File: config.mk
export PLATFORM = sky130hd
export DESIGN_NAME = seq_mult_sched
export DESIGN_NICKNAME = d
export VERILOG_FILES = /design/src/rtl/seq_mult_pkg.sv /design/src/rtl/shift_add_dp.sv /design/src/rtl/seq_mult_sched.sv
export SDC_FILE = /design/constraint.sdc
export NUM_CORES = 1
export LEC_CHECK = 0
export CAP_MARGIN = 20
export CORE_MARGIN = 5
export CORE_UTILIZATION = 50
export DETAILED_ROUTE_END_ITERATION = 16
export PLACE_DENSITY_LB_ADDON = 0.25
export SETUP_SLACK_MARGIN = 0.05
export SYNTH_ARGS = -nofsm -noshare
export SYNTH_HDL_FRONTEND = slang
export SYNTH_SLANG_ARGS = --single-unit
File: constraint.sdc
create_clock -name clk -period 3.1 [get_ports clk]
set_input_delay 0.62 -clock clk [delete_from_list [all_inputs] [get_ports clk]]
set_output_delay 0.62 -clock clk [all_outputs]
set_load 0.005 [all_outputs]
File: src/rtl/seq_mult_pkg.sv
// seq_mult_pkg: shared state type and default sizes for the scheduled multiplier
package seq_mult_pkg;
  localparam int SIZE_DEF = 8;
  localparam int NREQ_DEF = 4;
  typedef enum logic [1:0] {IDLE, CALC, DONE} state_t;
endpackage

File: src/rtl/shift_add_dp.sv
// shift_add_dp: shift-add multiply datapath (accumulator, operand shifters, step counter; EARLY_TERM_EN ends when multiplier empties)
module shift_add_dp #(
  parameter int SIZE = 8
) (
  input  logic              clk,
  input  logic              load,
  input  logic              step,
  input  logic [SIZE-1:0]   a_in,
  input  logic [SIZE-1:0]   b_in,
  output logic [2*SIZE-1:0] acc_nxt,
  output logic              last
);
  localparam int CW = $clog2(SIZE + 1);
  logic [2*SIZE-1:0] mcand, acc;
  logic [SIZE-1:0]   mplier;
  logic [CW-1:0]     cnt;
  assign acc_nxt = acc + (mplier[0] ? mcand : '0);
`ifdef EARLY_TERM_EN
  assign last = cnt == CW'(SIZE - 1) || mplier[SIZE-1:1] == '0;
`else
  assign last = cnt == CW'(SIZE - 1);
`endif
  always_ff @(posedge clk) begin
    if (load) begin
      mcand  <= {{SIZE{1'b0}}, a_in};
      mplier <= b_in;
      acc    <= '0;
      cnt    <= '0;
    end else if (step) begin
      acc    <= acc_nxt;
      mcand  <= mcand << 1;
      mplier <= mplier >> 1;
      cnt    <= cnt + CW'(1);
    end
  end
endmodule

File: src/rtl/seq_mult_sched.sv
// seq_mult_sched: round-robin scheduled sequential multiplier (FSM, arbiter, outputs; EARLY_TERM_EN selects early CALC exit)
module seq_mult_sched
  import seq_mult_pkg::*;
#(
  parameter int SIZE = SIZE_DEF,
  parameter int NREQ = NREQ_DEF
) (
  input  logic                     clk,
  input  logic                     rst_n,
  input  logic [NREQ-1:0]          req,
  input  logic [NREQ*SIZE-1:0]     opa_bus,
  input  logic [NREQ*SIZE-1:0]     opb_bus,
  output logic [NREQ-1:0]          gnt,
  output logic                     busy,
  output logic                     done,
  output logic [$clog2(NREQ)-1:0]  done_id,
  output logic [2*SIZE-1:0]        result
);
  localparam int LW = $clog2(NREQ);
  state_t            state;
  logic [LW-1:0]     ptr, sel;
  logic              start, last;
  logic [2*SIZE-1:0] acc_nxt;
  assign start = state == IDLE && |req;
  assign busy  = state != IDLE;
  assign done  = state == DONE;
  always_comb begin
    sel = ptr;
    for (int k = NREQ; k >= 1; k--)
      if (req[ptr + LW'(k)]) sel = ptr + LW'(k);
  end
  shift_add_dp #(.SIZE(SIZE)) u_dp (
    .clk     (clk),
    .load    (start),
    .step    (state == CALC),
    .a_in    (opa_bus[sel*SIZE +: SIZE]),
    .b_in    (opb_bus[sel*SIZE +: SIZE]),
    .acc_nxt (acc_nxt),
    .last    (last)
  );
  always_ff @(posedge clk) begin
    if (!rst_n) begin
      state   <= IDLE;
      ptr     <= '1;
      gnt     <= '0;
      done_id <= '0;
      result  <= '0;
    end else begin
      gnt <= start ? (NREQ'(1) << sel) : '0;
      if (start) begin
        state <= CALC;
        ptr   <= sel;
      end else if (state == CALC && last) begin
        state   <= DONE;
        result  <= acc_nxt;
        done_id <= ptr;
      end else if (state == DONE) begin
        state <= IDLE;
      end
    end
  end
endmodule

* Word-level counts from Yosys, hierarchy flattened
Cells that the tools add are included. W data, S select, Z words.
Cells by class: add/sub/neg operators 5, $lt $le $gt $ge 3, equality and inequality tests 3, shift-type cells 3, multiplexer cells 17, bitwise gates (word level) 2, reduce and logical (&&, ||, !) cells 11
Operators by type and width (number):
- $shiftx A32 B6 Y8 | 2
- $mux W8 | 4
- $add A16 B16 Y16 | 1
- $mux W16 | 1
- $mux W2 | 5
- $lt A2 B3 Y1 const B | 3
- $bmux W1 S2 | 3
- $reduce_bool A2 Y1 | 3
- $add A2 B2 Y2 const B | 2
- $add A4 B1 Y4 const B | 1
- $eq A4 B3 Y1 const B | 1
- $mux W1 | 4
- $reduce_and A2 Y1 | 2
- $reduce_or A4 Y1 | 1
- $shl A1 B2 Y4 const A | 1
- $reduce_bool A3 Y1 | 1
- $add A2 B1 Y2 const B | 1
- $eq A2 B1 Y1 const B | 1
- $eq A2 B2 Y1 const B | 1
- $logic_and A1 B1 Y1 | 2
- $logic_not A2 Y1 | 1
- $not A1 Y1 | 2
- $reduce_or A2 Y1 | 1
Storage, ports and cells: register bits 70, input port bits 70, output and inout port bits 24, word-level logic and storage cells 55

* Logic depth before layout (Yosys ltp)
Gate-level depths: netlist of run 1.
depth after elaboration 8, mapped depth 11, mapped depth without buffers 10

* Modules after synthesis
From an unflattened synthesis of run 1, not the netlist that was laid out.
Unflattened totals: cells, all modules 434, area total of the unflattened synthesis 4174.0 sq um
By module, submodules not included:
- shift_add_dp | times used 1, cells an instance 261, area an instance 2592.5 sq um, seq. area each 1041.0 sq um
- seq_mult_sched | times used 1, cells an instance 173, area an instance 1581.5 sq um, seq. area each 520.5 sq um

* Worst setup path after synthesis of run 1
No wires, ideal clock.
path type register to register, from register u_dp.mplier[0], to register result[12], library setup time 0.070 ns, arrival 2.475 ns, required time 3.030 ns, slack 0.555 ns, cell stages (with the launch flop) 12, path buffers 1, period minus slack after synthesis 2.545 ns, cell sequence edfxtp_1 clkbuf_1 and2_1 ha_1 fa_1 a21o_1 a21oi_1 o21ai_2 a41oi_1 xnor2_1 nand2_1 a21boi_1
On the way: word-level cells in the longest chain between the ends 2
RTL lines:
- start, declared | line shift_add_dp.sv:15 | logic [SIZE-1:0] mplier;
- start signal, assigned | line shift_add_dp.sv:26 | mplier <= b_in;
- start signal, assigned | line shift_add_dp.sv:32 | mplier <= mplier >> 1;
- $mux W16 | line shift_add_dp.sv:17 | assign acc_nxt = acc + (mplier[0] ? mcand : '0);
- $add A16 B16 Y16 | line shift_add_dp.sv:17
- end signal, assigned | line seq_mult_sched.sv:55 | result <= acc_nxt;
- end, declared | line seq_mult_sched.sv:17 | output logic [2*SIZE-1:0] result
Every way passes these cells. A chain may end at the register's enable or synchronous reset.

* Worst setup path in the final report of run 1
from register u_dp.mplier[0], to register result[10]
Same word-level chain as after synthesis.

==> flow_summary.json, run 1 <==
{
  "first_iter_violations": 116,
  "clock_path_buffers": 2,
  "maxCapViolCount": 0,
  "initial_utilization": 0.516,
  "fillers": 596,
  "grt_max_degree": 32,
  "drc": 0,
  "n_antenna_cell": 0,
  "rsz0062_at_grt": "no",
  "ys_seq_area_frac": 0.415,
  "grt_first_pass_wirelength_um": 14600,
  "final.min_clock_period_ps": 2730,
  "cts_tree": "yes",
  "yosysUniqueCellTypes": 43,
  "cts_setup_buffers": 0,
  "clk_pin_slew_worst_paths_ps": 70,
  "slew_violations": 0,
  "crit_fanout": 7,
  "clk_latency_ps": 350,
  "coreArea_mm2": 0.00729,
  "setup_viol": 0,
  "setup_tns_ps": 0,
  "hold_path.class": "flop to flop",
  "fin_crit_sh": 0.881,
  "netlist_instances": 387,
  "synth_seq_cells": 70,
  "io_pins": 94,
  "status": "finished, final reports clean",
  "leakage_nw": 2.02,
  "port_buffers": 93,
  "start_kind": "flop",
  "cts.htree.levels": 3,
  "drt-total-wl_um": 8940,
  "yosys_warnings": 0,
  "cp.required_ps": 3380,
  "grt-ovfl-total": 0,
  "worst_slack_ps": 370,
  "post-route-util": 0.684,
  "ys.flop_type": "dfxtp_1",
  "dp.final_hpwl_um": 6750,
  "rows": 31,
  "final_area_mm2": 0.00499,
  "cts_sinks": 70,
  "cts_resized": 0,
  "pre_cts_ws_ps": 262,
  "vias": 3186,
  "cts_buffers": 9,
  "drtPass1Iterations": 4,
  "power_frac_seq": 0.451,
  "antenna_found_initial": 0,
  "syn_nets": 474,
  "ctsHoldBuffers": 0,
  "grt_use_total": 0.190,
  "area_delta_synth_final_pct": 32.6,
  "viasPerCell": 5.46,
  "peakVddDrop_uv": 248,
  "die_area_mm2": 0.00935,
  "layout.nets": 566,
  "drive_gt1_frac": 0.107,
  "die_height_um": 96.7,
  "arrival_ps": 3010,
  "slew_headroom": 0.334,
  "synthArstFlopShare": 0,
  "fin_skew_ps": 10.9,
  "tightest_slew_ps": 999,
  "crit_path_end_kind": "flop",
  "hold_violations": 0,
  "p_int_mw": 1.73,
  "switchingPower_uw": 716,
  "fmax_mhz": 366,
  "avgSynthCellArea_um2": 9.72,
  "totalPowerFinal_mw": 2.45,
  "cts_root_buffer": "clkbuf_8",
  "grt_pass1_vias": 3318,
  "die_w_um": 96.7,
  "crit_type": "flop to flop",
  "p_comb_frac": 0.265,
  "dpl_cell_area_mm2": 0.00480,
  "wl_per_cell_um": 15.3,
  "clkPwrFrac": 0.285,
  "power.density_mw_per_mm2": 492,
  "ant_nets": 0,
  "routabilityCongestion": 0.875,
  "synth_edf_count": 16,
  "switching_share": 0.292,
  "syn_area_mm2": 0.00376
}
## per-layer routing
layer,GRT usage,share of wire,up-vias
met5,0,0,-
met4,0.0896,0.024,0
met3,0.0417,0.051,19
met2,0.346,0.51,92
met1,0.207,0.41,1515
li1,-,-,1560
## power by group through the flow
stage	logic (mW)	clock network (mW)	registers, mW
after detailed placement	0.650	0	1.12
after global routing	0.715	0.743	1.11
final	0.649	0.698	1.10
after floorplan	0.448	0	1.10
after CTS	0.653	0.703	1.10
after global placement	0.628	0	1.12
## state kept, by name, summed over array words and instances (netlist names), 4 cells and up
name,flops
gnt,4
u_dp.mplier,8
u_dp.acc,16
u_dp.cnt,4
result,16
u_dp.mcand,16
## path summary, 6_finish.rpt
kind                             from                 endpoint  slack, ps  depth (start not counted)
max          u_dp.mplier[0]$_DFFE_PP_  result[10]$_SDFFE_PN0P_        370                         10
max reg2reg  u_dp.mplier[0]$_DFFE_PP_  result[10]$_SDFFE_PN0P_        370                         10
min            result[5]$_SDFFE_PN0P_   result[5]$_SDFFE_PN0P_        450                          2
min reg2reg    result[5]$_SDFFE_PN0P_   result[5]$_SDFFE_PN0P_        450                          2
## through the flow
step | std cells | hold WS (ps)
after global placement | 567 | 442
after CTS | 583 | 457
after global routing | 583 | 476
after detailed placement | 567 | 447
after floorplan | 387 | 432
final | 583 | 455
## cells in the final DEF (no fill, tap or decap), types with 2 or more instances in the layout
| cell type | count |
|---|---|
| dfxtp_1 | 54 |
| and3_1 | 2 |
| o21ai_0 | 3 |
| buf_4 | 7 |
| o211a_1 | 2 |
| o21ai_1 | 12 |
| mux4_2 | 16 |
| nand2b_1 | 4 |
| nand3b_1 | 2 |
| edfxtp_1 | 16 |
| a21boi_0 | 4 |
| xor2_1 | 5 |
| clkdlybuf4s50_1 | 93 |
| and2_1 | 18 |
| inv_1 | 7 |
| clkbuf_8 | 12 |
| o211ai_1 | 4 |
| nand4_1 | 4 |
| clkinv_2 | 2 |
| a21oi_2 | 3 |
| o21ai_2 | 3 |
| a21oi_1 | 14 |
| o21bai_1 | 3 |
| nor2b_1 | 4 |
| a21o_1 | 6 |
| nand2_1 | 91 |
| a21boi_1 | 8 |
| ha_1 | 16 |
| xnor2_1 | 13 |
| a22o_1 | 14 |
| nor2_1 | 11 |
| nand3_1 | 15 |
## cell type report
cell class	count	area, um2	area share
multi-input cells	290	2090	0.418
flip-flops and latches	70	1560	0.313
repair buffers	101	1000	0.201
clock buffers	13	169	0.0339
well taps	99	124	0.0248
inverters	7	26.3	0.00527
clock inverters	3	16.3	0.00326
## kinds of logic after synthesis
kind of cell | count (synthesis) | share of synthesized area
compound gates | 84 | 0.166
xor+xnor | 18 | 0.0419
fa+ha+maj | 17 | 0.0586
buf+inv | 27 | 0.0339
flops | 70 | 0.415
mux | 16 | 0.0958
simple gates | 155 | 0.188
## cell usage after synthesis (all sizes together), types with 12 or more instances
| cell | number | area share |
|---|---|---|
| a22o | 14 | 0.033 |
| a21boi | 12 | 0.024 |
| nand2 | 91 | 0.091 |
| xnor2 | 13 | 0.030 |
| ha | 16 | 0.053 |
| clkbuf | 14 | 0.014 |
| and2 | 18 | 0.030 |
| dfxtp | 54 | 0.29 |
| nand3 | 15 | 0.020 |
| o21ai | 18 | 0.027 |
| a21oi | 17 | 0.025 |
| edfxtp | 16 | 0.13 |
| mux4 | 16 | 0.096 |
## critical path, cell delays in order (launching register included)
cell and delay (ps):
edfxtp_1 500, and2_1 210, ha_1 200, fa_1 400, a21o_1 190, a21oi_1 330
o21ai_2 170, a31oi_1 250, xnor2_1 210, nand2_1 90, a21boi_1 110
(Power assumes the default switching activity.)
==> inputs of run 2 (changes only) <==
CTS_CLUSTER_SIZE = 28   (was not set)
==> results of run 2 <==
Same layout as run 1: the final DEF is identical, and so are final timing and power.
==> inputs of run 3 (changes only) <==
SLEW_MARGIN = 40   (was not set)
==> run 3 against run 2 <==
- wire length rose by 1.2%
- combinational power barely moved
- sequential power barely moved
- critical path type unchanged
- power rose by 2.7%
- cell count did not move
- global-route usage rose by 0.97 points
- critical path depth did not move
- setup slack got worse by 87 ps
- hold slack improved by 0.93 ps
==> flow_summary.json, run 3 (same netlist as run 1, synthesis figures left out) <==
{
  "grt_first_pass_wirelength_um": 15200,
  "cts_tree": "yes",
  "rows": 31,
  "crit_type": "flop to flop",
  "cts_resized": 0,
  "seq_area_mm2": 0.00156,
  "antenna_found_initial": 0,
  "die_area_mm2": 0.00935,
  "die_height_um": 96.7,
  "setup_viol": 0,
  "p_int_mw": 1.79,
  "io_pins": 94,
  "slew_violations": 0,
  "viasPerCell": 5.50,
  "peakVddDrop_uv": 264,
  "n_antenna_cell": 0,
  "tightest_slew_ps": 622,
  "multi_input_area_mm2": 0.00209,
  "fin_crit_sh": 0.909,
  "switching_share": 0.288,
  "worst_slack_ps": 283,
  "power.density_mw_per_mm2": 501,
  "slew_headroom": 0.586,
  "grt_use_total": 0.199,
  "coreArea_mm2": 0.00729,
  "reg_top3": "result (16), u_dp.acc (16), u_dp.mcand (16)",
  "ctsHoldBuffers": 0,
  "status": "finished, final reports clean",
  "cts_setup_buffers": 0,
  "first_iter_violations": 147,
  "dp.final_hpwl_um": 6720,
  "pre_cts_ws_ps": 262,
  "routabilityCongestion": 0.875,
  "post-route-util": 0.688,
  "setup_tns_ps": 0,
  "fmax_mhz": 355,
  "hold_path.class": "flop to flop",
  "mostFrequentLayoutCell": "clkdlybuf4s50_1",
  "met3_usage": 0.0468,
  "ant_nets": 0,
  "grt_pass1_vias": 3393,
  "drive_gt1_frac": 0.110,
  "layout_common_cells": "clkdlybuf4s50_1 (92), nand2_1 (91), dfxtp_1 (54), and2_1 (18)",
  "fillers": 570,
  "rsz0062_at_grt": "no",
  "switchingPower_uw": 724,
  "leakage_nw": 2.03,
  "cts_sinks": 70,
  "fin_cells": 583,
  "holdWs_ps": 456,
  "p_comb_frac": 0.259,
  "clk_pin_slew_worst_paths_ps": 80,
  "place_inst": 567,
  "grt_max_degree": 32,
  "port_buffers": 93,
  "crit_path_end_kind": "flop",
  "drtPass1Iterations": 6,
  "power_frac_seq": 0.440,
  "crit_fanout": 7,
  "cts_root_buffer": "clkbuf_8",
  "final.min_clock_period_ps": 2820,
  "start_kind": "flop",
  "clkPwrFrac": 0.302,
  "layout.nets": 566,
  "drc": 0,
  "cp.required_ps": 3380,
  "use_met2": 0.355,
  "use_met1": 0.221,
  "clk_latency_ps": 350,
  "cts_buffers": 9,
  "area_delta_synth_final_pct": 33.4,
  "cts.htree.levels": 3,
  "fin_skew_ps": 10.7,
  "grt-busiest-layer": "met2",
  "arrival_ps": 3100,
  "drt-total-wl_um": 9040,
  "hold_violations": 0,
  "grt-ovfl-total": 0,
  "die_w_um": 96.7,
  "clock_path_buffers": 2,
  "initial_utilization": 0.516,
  "maxCapViolCount": 0,
  "vias": 3208,
  "wl_per_cell_um": 15.5
}
==> run 3: cell count changes in the layout (fill, tap and decap cells not counted), sizes merged <==
cell / delta
clkdlybuf4s50: -1
buf: +1
inv: -1
clkinv: +1
==> run 3: metrics by stage <==
step	total power, mW	cell area (um2)
after floorplan	1.55	3760
after global placement	1.75	4800
after detailed placement	1.77	4800
after CTS	2.54	5020
after global routing	2.66	5020
final	2.52	5020
==> run 3: power by group through the flow <==
stage               sequential, mW  clock, mW  combinational [mW]
finish                        1.11      0.759               0.651
global route                  1.12      0.821               0.721
CTS                           1.10      0.776               0.655
detailed placement            1.12          0               0.650
global placement              1.12          0               0.628
floorplan                     1.10          0               0.448
==> run 3: area by class of cell <==
class                           count  share of cell area
Multi-Input combinational cell    290               0.417
Sequential cell                    70               0.311
Timing Repair Buffer              101               0.199
Clock buffer                       13              0.0382
Tap cell                           99              0.0247
Inverter                            7             0.00524
Clock inverter                      3             0.00449
==> run 3: per-layer routing <==
layer	part of all wire	wire length, um
met1	0.40	3660
met2	0.52	4710
met3	0.048	437
met4	0.026	232
met5	0	0
==> run 3: critical path: stages (launching register included) <==
cell and delay, ps:
edfxtp_1 500, and2_1 210, ha_1 200, fa_1 400, a21o_1 200, a21oi_1 330, o21ai_2 170, a41oi_1 270
xnor2_1 240, nand2_1 110, a21boi_1 130
==> run 3: final timing paths <==
path                                               start                 endpoint  slack [ps]  cells after the start
worst max-delay path            u_dp.mplier[0]$_DFFE_PP_  result[12]$_SDFFE_PN0P_         280                     10
worst min-delay path              result[4]$_SDFFE_PN0P_   result[4]$_SDFFE_PN0P_         460                      2
worst max register to register  u_dp.mplier[0]$_DFFE_PP_  result[12]$_SDFFE_PN0P_         280                     10
worst min register to register    result[4]$_SDFFE_PN0P_   result[4]$_SDFFE_PN0P_         460                      2
==> edit 1, RTL diff (settings of run 1) <==
Build with the macro `EARLY_TERM_EN` defined.
--- a/src/rtl/shift_add_dp.sv
+++ b/src/rtl/shift_add_dp.sv
@@ -1,2 +1,4 @@
 // shift_add_dp: shift-add multiply datapath (accumulator, operand shifters, step counter; EARLY_TERM_EN ends when multiplier empties)
+`define EARLY_TERM_EN
+
 module shift_add_dp #(
Formal check against the unedited RTL: not equivalent (Yosys sat finds a counterexample within 4 cycles, from zero or initial values and one cycle with rst_n low).
==> edit 1 against run 1 <==
- area after synthesis up 3.9%
- sequential cell count unchanged
- worst setup slack worse by 0.045 ns
- total power increased by 20%
- routed wire length is 9.3% higher
- largest cell class unchanged
- design area increased by 3.9%
- count of clock-buffer cells in the layout is 2 lower
- die area grew 3.5%
- synthesized cell count increased by 3.4%
- first-iteration DRC count is 40% higher
- hold slack got worse by 0.00088 ns
- combinational power is 45% higher
==> edit 1: results (changes against run 1) <==
share of layout cells above drive strength 1=13.5% (was 10.7%); Final Skew=0.00937 ns (was 0.0109 ns); Critical Path Sink=u_dp.acc[14] (was result[10]); largest net degree at the start of global routing=30 (was 32); vias in the first global route=3422 (was 3318); syn nets=487 (was 474); delay of the slowest critical-path stage=0.45 ns (was 0.50 ns); Worst Hold Class=register to register (unchanged); r2r setup slk=0.32 ns (was 0.37 ns); status=complete, no violations (unchanged); first-pass GRT wire length=16000 microns (was 14600 microns); Nets=580 (was 566); post-synthesis sequential area ratio=40.0% (was 41.5%); Crit-path slowest cell=edfxtp_1 (unchanged); top cells by area, synth=dfxtp_1 (28%), edfxtp_1 (12%), mux4_2 (9.2%) (was dfxtp_1 (29%), edfxtp_1 (13%), mux4_2 (9.6%)); Worst slew margin=30.1% (was 33.4%); dpl hpwl=7500 microns (was 6750 microns); gpl congestion=0.884 (was 0.875); Via density=5.55 (was 5.46); Net Sw Frac=30.8% (was 29.2%); Critical R2R Launch=u_dp.mplier[0] (unchanged); Worst Reg2Reg Path Length in Cells=9 (was 10); Max Fclk=360 MHz (was 366 MHz); overall routed net length=9770 microns (was 8940 microns); crit-path max FO=8 (was 7); Distinct cells, synth=57 (was 43); Synth warnings=0 (unchanged); biggest regs=result (16), u_dp.acc (16), u_dp.mcand (16) (unchanged); Ant. Diodes=0 (unchanged); dpl cell area=4970 sq um (was 4800 sq um); crit path kind=register to register (unchanged); GRT Overall Usage=20.7% (was 19.0%); synthesized area per cell=9.76 sq um (was 9.72 sq um); Clock Tree Root=clkbuf_8 (unchanged); Detailed Route Iter0 Violations=162 (was 116); Max Root-Sink Buffers=2 (unchanged); top post-synthesis cells by count=nand2_1 (57), dfxtp_1 (54), o21ai_0 (29) (was nand2_1 (91), dfxtp_1 (54), and2_1 (18)); leakage=1.96 nW (was 2.02 nW); WL/cell=16.3 microns (was 15.3 microns); ys flop type=dfxtp_1 (unchanged); Peak VDD IR=319 uV (was 248 uV); # fillers=585 (was 596); dpl ws=0.198 ns (was 0.262 ns); critical path arrival=2.98 ns (was 3.01 ns)
[edit 1: cell types whose count changed after synthesis, moves of 4 or more]
cell / run 1 / this run
xnor2_1: 13 / 7
mux2_2: 0 / 14
buf_1: 0 / 4
xor2_1: 5 / 9
nor2_1: 11 / 17
o21ai_1: 12 / 3
a21boi_0: 4 / 0
o21ai_0: 3 / 29
a21boi_1: 8 / 1
nor3_1: 0 / 4
a22o_1: 14 / 3
nand2_1: 91 / 57
a21oi_1: 15 / 25
[edit 1: cells by family after synthesis]
| logic type | after synthesis | synth area share (%) |
|---|---|---|
| compound gates | 96 | 16.3 |
| xor+xnor | 16 | 3.59 |
| fa+ha+maj | 17 | 5.64 |
| buf+inv | 28 | 3.27 |
| flops | 70 | 40.0 |
| mux | 30 | 13.3 |
| simple gates | 143 | 17.9 |
[edit 1: power groups by stage]
stage	combinational, mW	clock (mW)	sequential (mW)
2_1_floorplan	0.672	0	1.18
3_3_place_gp	0.908	0	1.21
3_5_place_dp	0.938	0	1.21
4_1_cts	0.943	0.818	1.19
5_1_grt	1.04	0.864	1.21
6_report	0.938	0.806	1.20
[edit 1: worst min path at each step]
stage	start	endpoint	slack, ns	cells after the start
global route	result[1]	result[1]	0.48	2
CTS	result[7]	result[7]	0.46	2
floorplan	u_dp.acc[11]	u_dp.acc[11]	0.43	2
global placement	result[7]	result[7]	0.44	2
finish	done_id[0]	done_id[0]	0.45	2
detailed placement	result[7]	result[7]	0.45	2
[edit 1: metrics by stage]
step	util [%]	total power, mW
2_1_floorplan	-	1.85
4_1_cts	67.8	2.96
3_3_place_gp	65.0	2.12
3_5_place_dp	65.0	2.15
6_report	67.8	2.94
5_1_grt	67.8	3.11
[edit 1: per-layer routing]
layer  part of all wire (%)  up-vias  wire length [microns]  track usage (%)
met1                     39     1541                   3830             23.1
li1                       -     1652                      -                -
met5                      0        -                      0                0
met3                    8.9       16                    868             7.14
met4                    1.8        0                    176             6.72
met2                     50      123                   4890             37.0
[edit 1: cell type report]
class                      count  share of cell area (%)
clock inverter                 5                    1.40
tap                          102                    2.46
sequential                    70                    30.1
inverter                       4                   0.290
timing repair buffer         106                    20.1
clock buffer                  11                    2.73
multi-input combinational    302                    42.9
[edit 1: worst reg2reg max path: stages, from the launching register on]
cell      delay, ns
edfxtp_1       0.45
and2_1         0.20
ha_1           0.21
fa_1           0.42
a21o_1         0.23
a221oi_2       0.42
o21ai_2        0.22
a21boi_1       0.25
xor2_1         0.17
o21ai_1        0.07
==> edit 2, RTL diff (config.mk and constraints of run 1) <==
Made on the original files. Encoding of `state_t`: now one-hot (3 bits for 3 states).
--- a/src/rtl/seq_mult_pkg.sv
+++ b/src/rtl/seq_mult_pkg.sv
@@ -4,3 +4,3 @@
   localparam int NREQ_DEF = 4;
-  typedef enum logic [1:0] {IDLE, CALC, DONE} state_t;
+  typedef enum logic [2:0] {IDLE = 3'b001, CALC = 3'b010, DONE = 3'b100} state_t;
 endpackage
Formal check against the unedited RTL: same outputs for any inputs over 4 cycles, from zero or initial values and one cycle with rst_n low; so few cycles prove little.
==> edit 2 against run 1 <==
- sequential power up 4%
- sequential cell count grew 1
- clock skew decreased by 0.0037 ns
- total power is 11% higher
- worst setup slack got worse by 0.11 ns
- non-clock buffer count is 2 higher
- area after synthesis grew 6.3%
- critical path depth down 1
- utilization shrank 1.1 points
- design area is 4.7% higher
- routed wire length up 10%
==> edit 2: results (changes against run 1) <==
ys flop type=dfxtp_1 (unchanged); Detailed Route Iter0 Violations=159 (was 116); Nets=611 (was 566); met1 wire length=4410 microns (was 3690 microns); P_int=1.91 mW (was 1.73 mW); gpl congestion=0.901 (was 0.875); Resized cells post-CTS=0 (unchanged); WL/cell=15.6 microns (was 15.3 microns); top post-synthesis cells by count=nand2_1 (76), dfxtp_1 (55), o21ai_0 (37) (was nand2_1 (91), dfxtp_1 (54), and2_1 (18)); dpl hpwl=7400 microns (was 6750 microns); leakage=2.10 nW (was 2.02 nW); GRT Overall Usage=20.3% (was 19.0%); largest net degree at the start of global routing=36 (was 32); Via density=5.52 (was 5.46); met2 wire len=4660 microns (was 4570 microns); GRT met3 Usage=5.89% (was 4.17%); TritonRoute pass-1 iters=5 (was 4); WL met3=628 microns (was 460 microns); Max Root-Sink Buffers=2 (unchanged); syn nets=524 (was 474); post-synthesis sequential area ratio=39.6% (was 41.5%); Max Cap Violations=0 (unchanged); Synth warnings=0 (unchanged); final std cells w/o fill=631 (was 583); Crit-path slowest cell=edfxtp_1 (unchanged); Distinct cells, synth=64 (was 43); first-pass GRT wire length=16300 microns (was 14600 microns); CP top delay family=compound AO/OA/AOI/OAI gates (unchanged); synthesized area per cell=9.14 sq um (was 9.72 sq um); insertion delay to the later sink of the worst-skew pair=0.35 ns (about the same); status=complete, no violations (unchanged); Peak VDD IR=305 uV (was 248 uV); placed cells=615 (was 567); share of layout cells above drive strength 1=8.88% (was 10.7%); dpl ws=0.285 ns (was 0.262 ns); biggest regs=result (16), u_dp.acc (16), u_dp.mcand (16) (unchanged); Ant. Diodes=0 (unchanged); vias in the first global route=3524 (was 3318); crit-path max FO=16 (was 7); Worst Hold Class=register to register (unchanged); met1 usage=25.3% (was 20.7%); delay of the slowest critical-path stage=0.56 ns (was 0.50 ns); global-route met2 utilization=34.0% (was 34.6%); Final Skew=0.00717 ns (was 0.0109 ns); top cells by area, synth=dfxtp_1 (28%), edfxtp_1 (12%), mux2i_1 (7.8%) (was dfxtp_1 (29%), edfxtp_1 (13%), mux4_2 (9.6%)); # fillers=633 (was 596); worst-margin pin slew=0.786 ns (was 0.999 ns); dpl cell area=4990 sq um (was 4800 sq um); clock buffers created by TritonCTS=9 (unchanged)
[edit 2: cell types whose count changed after synthesis, moves of 8 or more]
cell      change
nand2_1      -15
o21ai_0      +34
mux4_2       -16
a22o_1       -14
o221ai_2      +8
o21ai_1       -8
mux2i_1      +31
[edit 2: power by group through the flow]
stage	registers [mW]	clock network, mW	logic [mW]
floorplan	1.13	0	0.528
global route	1.15	0.913	0.801
CTS	1.14	0.875	0.728
finish	1.14	0.859	0.724
global placement	1.15	0	0.706
detailed placement	1.16	0	0.724
[edit 2: cell families (layout without fill, tap and decap cells)]
| group | after synthesis | after routing | synth area share [%] |
|---|---|---|---|
| simple gates | 156 | 156 | 18.4 |
| mux | 32 | 32 | 8.14 |
| fa+ha+maj | 17 | 17 | 5.51 |
| xor+xnor | 14 | 14 | 3.07 |
| compound gates | 112 | 112 | 20.4 |
| flops | 71 | 71 | 39.6 |
| buf+inv | 35 | 127 | 4.95 |
[edit 2: cell type report]
class                   count  area (sq um)  share of cell area, %
inverters                   8          30.0                  0.575
well taps                 102           128                   2.44
flip-flops and latches     71          1580                   30.3
repair buffers            103          1020                   19.5
clock inverters             5          78.8                   1.51
multi-input cells         331          2230                   42.8
clock buffers              11           151                   2.90
[edit 2: final timing paths]
| check | from | end | slack, ns | cells after the start |
|---|---|---|---|---|
| min reg2reg | result[0] | result[0] | 0.46 | 2 |
| min | result[0] | result[0] | 0.46 | 2 |
| max reg2reg | u_dp.mplier[0] | result[8] | 0.26 | 9 |
| max | u_dp.mplier[0] | result[8] | 0.26 | 9 |
[edit 2: tightest hold or removal path, delay by kind of cell, from the launching register on]
kind	cells	cell delay (ns)
simple gates	1	0.05
flops	1	0.31
compound gates	1	0.05
